===== config.mk =====
export PLATFORM = sky130hd
export DESIGN_NAME = ser_byte_framer
export DESIGN_NICKNAME = d
export VERILOG_FILES = /design/src/rtl/ser_byte_framer.sv
export SDC_FILE = /design/constraint.sdc
export NUM_CORES = 1
export LEC_CHECK = 0
export ABC_AREA = 1
export BUFFER_PORTS_ARGS = -buffer_cell sky130_fd_sc_hd__buf_2
export CORE_ASPECT_RATIO = 0.6
export CORE_MARGIN = 2
export CORE_UTILIZATION = 29
export DETAILED_ROUTE_END_ITERATION = 12
export SLEW_MARGIN = 10
export SYNTH_ARGS = -nofsm -noshare
export SYNTH_HDL_FRONTEND = slang
export SYNTH_SLANG_ARGS = --single-unit

===== constraint.sdc =====
create_clock -name clk -period 1.4 [get_ports clk]
set_input_delay 0.14 -clock clk [delete_from_list [all_inputs] [get_ports clk]]
set_output_delay 0.14 -clock clk [all_outputs]
set_load 0.05 [all_outputs]

===== src/rtl/ser_byte_framer.sv =====
// Serial-to-byte framer: hunts a sync word, then packs FRAME_BYTES payload bytes MSB-first.
// byte_wr is registered, one cycle after the completing bit; a full FIFO drops the frame and sets a sticky flag.
module ser_byte_framer #(
    parameter int                  SYNC_LEN    = 16,
    parameter logic [SYNC_LEN-1:0] SYNC_WORD   = 16'hF628,
    parameter int                  FRAME_BYTES = 188
) (
    input  logic        clk,
    input  logic        rst,
    input  logic        clk_en,
    input  logic        bit_in,
    input  logic        bit_wr,
    input  logic        fifo_full,
    input  logic        ovf_clr,
    output logic [7:0]  byte_out,
    output logic        byte_wr,
    output logic        byte_sof,
    output logic        byte_eof,
    output logic        locked,
    output logic        overflow,
    output logic [15:0] frame_cnt
);
    localparam int BCW = $clog2(FRAME_BYTES);

    typedef enum logic {HUNT = 1'b0, LOCKED = 1'b1} state_t;

    state_t              state_q, state_d;
    logic [SYNC_LEN-1:0] sync_sr, sync_d, sync_next;
    logic [7:0]          byte_sr, byte_sr_d, byte_next;
    logic [2:0]          bit_cnt, bit_cnt_d;
    logic [BCW-1:0]      byte_cnt, byte_cnt_d;
    logic [7:0]          byte_out_d;
    logic                byte_wr_d, byte_sof_d, byte_eof_d;
    logic                overflow_d;
    logic [15:0]         frame_cnt_d;
    logic                acc, last_byte;

    assign acc       = clk_en && bit_wr;
    assign sync_next = {sync_sr[SYNC_LEN-2:0], bit_in};
    assign byte_next = {byte_sr[6:0], bit_in};
    assign last_byte = (byte_cnt == BCW'(FRAME_BYTES - 1));
    assign locked    = (state_q == LOCKED);

    always_comb begin
        state_d     = state_q;
        sync_d      = sync_sr;
        byte_sr_d   = byte_sr;
        bit_cnt_d   = bit_cnt;
        byte_cnt_d  = byte_cnt;
        byte_out_d  = byte_out;
        byte_wr_d   = 1'b0;
        byte_sof_d  = 1'b0;
        byte_eof_d  = 1'b0;
        overflow_d  = overflow;
        frame_cnt_d = frame_cnt;

        if (clk_en && ovf_clr)
            overflow_d = 1'b0;

        if (acc) begin
            case (state_q)
                HUNT: begin
                    sync_d = sync_next;
                    if (sync_next == SYNC_WORD) begin
                        state_d    = LOCKED;
                        bit_cnt_d  = '0;
                        byte_cnt_d = '0;
                    end
                end
                LOCKED: begin
                    byte_sr_d = byte_next;
                    bit_cnt_d = bit_cnt + 3'd1;
                    if (bit_cnt == 3'd7) begin
                        if (fifo_full) begin
                            // drop has priority over a same-cycle clear
                            overflow_d = 1'b1;
                            state_d    = HUNT;
                            sync_d     = '0;
                        end else begin
                            byte_wr_d  = 1'b1;
                            byte_out_d = byte_next;
                            byte_sof_d = (byte_cnt == '0);
                            byte_eof_d = last_byte;
                            if (last_byte) begin
                                byte_cnt_d  = '0;
                                frame_cnt_d = frame_cnt + 16'd1;
                                state_d     = HUNT;
                                sync_d      = '0;
                            end else begin
                                byte_cnt_d = byte_cnt + 1'b1;
                            end
                        end
                    end
                end
                default: state_d = HUNT;
            endcase
        end
    end

    always_ff @(posedge clk) begin
        if (!rst) begin
            state_q   <= HUNT;
            sync_sr   <= '0;
            byte_sr   <= '0;
            bit_cnt   <= '0;
            byte_cnt  <= '0;
            byte_out  <= '0;
            byte_wr   <= 1'b0;
            byte_sof  <= 1'b0;
            byte_eof  <= 1'b0;
            overflow  <= 1'b0;
            frame_cnt <= '0;
        end else begin
            state_q   <= state_d;
            sync_sr   <= sync_d;
            byte_sr   <= byte_sr_d;
            bit_cnt   <= bit_cnt_d;
            byte_cnt  <= byte_cnt_d;
            byte_out  <= byte_out_d;
            byte_wr   <= byte_wr_d;
            byte_sof  <= byte_sof_d;
            byte_eof  <= byte_eof_d;
            overflow  <= overflow_d;
            frame_cnt <= frame_cnt_d;
        end
    end
endmodule

==> results.yml <==
worst_hold_path:
  hold_class: "in -> reg"
  holdPathEnd: "overflow"
  worstHoldStart: "ovf_clr"
  worstHoldPathCells: 4
route:
  postRouteAntennaNets: 0
  drc: 0
  via_per_inst: 4.73
  wirelength_mm: 7.91
  drt_pass1_iterations: 6
  drtIter0Drc: 124
  wl_per_cell_um: 12.6
  num_vias: 2977
layout:
  syn2layout_area_growth_pct: 50.5
  instances_no_fill: 629
  num_antenna_cells: 0
  drive_gt1_frac: 0.421
  num-nets-final: 503
  fillerInstances: 953
placement:
  place.gp.congestion: 0.864
  dpl_worst_slack_ps: -139
  dp.cells: 602
  io_buffer_count: 35
  dp_hpwl_mm: 5.16
clock_tree:
  cts_sinks: 62
  cts_htree_levels: 3
  cts.clk_slew.worst_paths_ps: 50
  cts_tree: "built"
  cts_buffer_depth: 2
  clkLatencyLatePin_ps: 330
  hold_buffers: 0
  cts_buffers: 9
  cts_root_buf: "clkbuf_16"
synthesis:
  synth-simple-area-share: 0.313
  syn_avg_cell_area_um2: 7.03
  synth_top_family_by_area: "simple AND/OR/NAND/NOR gates"
  synth_cells: 412
  synth_compound_area_frac: 0.136
  synth_xor_area_frac: 0.00907
  synth_top_area_cell: "dfxtp_1"
  yosys_register_bits: 62
  synthMuxAreaShare: 0
  ys_top_cells_by_area: "dfxtp_1 (43%), nand2_1 (12%), a21oi_1 (9.5%)"
  synth_edf_count: 0
  synth_fa_ha_area_frac: 0.0302
  synth_flop_cell: "dfxtp_1"
  synth_nets: 426
  synth.distinct_cells: 28
  syn_area_um2: 2900
  ys_seq_area_frac: 0.428
  synth-async-reset-ratio: 0
  yosys_warnings: 0
  yosysTopAreaCellShare: 0.428
setup_path:
  ff2ff_path_depth: 9
  worst_setup_path_start_kind: "register"
  reg2reg_to: "sync_sr[8]"
  r2r_slack_ps: -100
  end_kind: "register"
  cpMostUsedCell: "ha_4"
  worstPathArrival_ps: 1700
  r2r_start: "bit_cnt[0]"
  crit_type: "reg -> reg"
  slowest_delay_ps: 350
  path_cells: "ha_4 -> ha_4 -> inv_2 -> a21oi_4 -> buf_4 -> nand2_8 -> buf_12 -> nand2_4 -> a21oi_2"
  crit_slowest_cell: "dfxtp_2"
  path_max_fanout: 5
  crit_required_ps: 1600
floorplanning:
  dieArea_um2: 10800
  io_pins: 36
  coreArea_um2: 9770
  die_x_um: 133
  rows: 28
  die_h_um: 81.4
  start_util: 0.296
timing:
  timing.final.ws_setup_ps: -100
  hold_viol_final: 0
  drv_slew: 0
  worst_pin_slew_ps: 476
  finClkSkew_ps: 8.29
  slew_headroom: 0.680
  period_share: 1.07
  fmax_mhz: 666
  rsz0062_at_grt: "true"
  setup_viol: 22
  finalCriticalPeriod_ps: 1500
run_status:
  status: "complete, but fails checks"
  failed_checks: "setup timing"
global_routing:
  grt_pass1_vias: 2774
  grt_start_max_net_pins: 28
  grt_util_all_layers: 0.149
  antenna_found_initial: 0
  grt_pass1_wl_mm: 12.9
  grt-ovfl-total: 0
run:
  cap_violations: 0
pwr:
  leakage_nw: 1.75
  power_density_nw_per_um2: 944
  ir_drop_uv: 814
-- cell families after synthesis --
group	count (synthesis)
AOI/OAI and AO/OA	78
and+or+nand+nor	204
buffers and inverters	58
xor gates and xnor gates	3
adders and majority gates	7
DFF	62
-- flip-flops by register name (all words and copies together), names as in the netlist, 3 cells and up --
register,cells
byte_cnt,8
byte_out,8
frame_cnt,16
bit_cnt,3
sync_sr,15
byte_sr,7
-- what timing repair did --
| item | 4_1_cts | 5_1_grt |
|---|---|---|
| endpoints found under the setup margin | 38 | 48 |
| cloned | 2 | 2 |
| pin swaps | 24 | 16 |
| gates resized for setup | 46 | 69 |
| buffers inserted | 3 | 4 |
-- worst max path at each step --
stage / start / to / cells past startpoint
floorplan: byte_cnt[1] / frame_cnt[11] / 10
global placement: byte_cnt[1] / frame_cnt[10] / 10
detailed placement: byte_cnt[1] / frame_cnt[13] / 9
CTS: byte_cnt[0] / frame_cnt[11] / 10
global route: byte_cnt[0] / frame_cnt[10] / 11
finish: bit_cnt[0] / sync_sr[8] / 9
-- metrics by stage --
step	hold slack, ps	total power [W]	instance area [um2]	utilization	setup TNS [ps]
3_5_place_dp	429	0.00189	3520	0.361	-2320
6_report	87.3	0.00412	4360	0.446	-1490
3_3_place_gp	423	0.00189	3520	0.361	-1260
5_1_grt	118	0.00427	4360	0.446	-4570
2_1_floorplan	275	0.00186	3000	-	-19.5
4_1_cts	79.8	0.00415	4040	0.413	-1400
-- metal layers --
layer | track usage | wire (um)
met1 | 0.196 | 3920
met2 | 0.239 | 3540
met3 | 0.0463 | 393
met4 | 0.0398 | 63
met5 | 0 | 0
-- final cells by class --
cell class              count  area [um2]  area share
clock buffers               9         225      0.0516
clock inverters             7        72.6      0.0166
inverters                  43         176      0.0405
multi-input cells         293        1870       0.428
flip-flops and latches     62        1280       0.293
well taps                 135         169      0.0387
repair buffers             79         563       0.129
repair inverters            1        8.76     0.00201
-- synth_stat cells, types with 3 or more instances --
cell	number
nor2_1	43
nand4_1	7
nand3_1	48
ha_1	7
clkbuf_1	6
nor3_1	3
a21oi_1	55
nor2_2	4
dfxtp_1	62
o21ai_0	22
nand2_1	89
buf_2	6
inv_1	39
-- critical path, delay by kind of cell (launching register included) --
kind	cells	cell delay (ps)
adders and majority gates	2	310
buffers and inverters	3	390
AOI/OAI and AO/OA	2	180
and+or+nand+nor	2	140
DFF	1	350
-- power breakdown --
| part | leakage (nW) | switching (W) | internal, W | total (W) |
|---|---|---|---|---|
| logic | 1.09 | 0.000102 | 0.0000608 | 0.000163 |
| registers | 0.511 | 0.00000292 | 0.00176 | 0.00176 |
| clock network | 0.140 | 0.000815 | 0.00138 | 0.00219 |
| total | 1.75 | 0.000920 | 0.00320 | 0.00412 |
-- placed cells by master (no fill, tap or decap), types with 2 or more instances in the layout --
master	Yosys	final
ha_1	7	2
buf_4	0	32
xor2_1	2	2
a21oi_2	0	18
buf_6	2	10
clkinv_1	1	2
inv_1	39	35
nand3_4	0	4
clkinvlp_4	0	2
clkbuf_16	0	9
nand3_2	1	13
nor3_1	3	3
nand2_1	89	69
nor2_2	4	9
buf_2	6	35
dfxtp_1	62	42
ha_4	0	4
nor3_4	0	2
nand3_1	48	32
inv_4	0	2
dfxtp_4	0	5
dfxtp_2	0	15
nand4_1	7	7
a21oi_1	55	36
inv_2	2	5
clkinv_4	0	2
nand2_2	2	11
nor2_4	1	7
nand2_4	2	13
nor2_1	43	32
o21ai_0	22	21
Note: power is estimated with default switching activity, not from simulation.
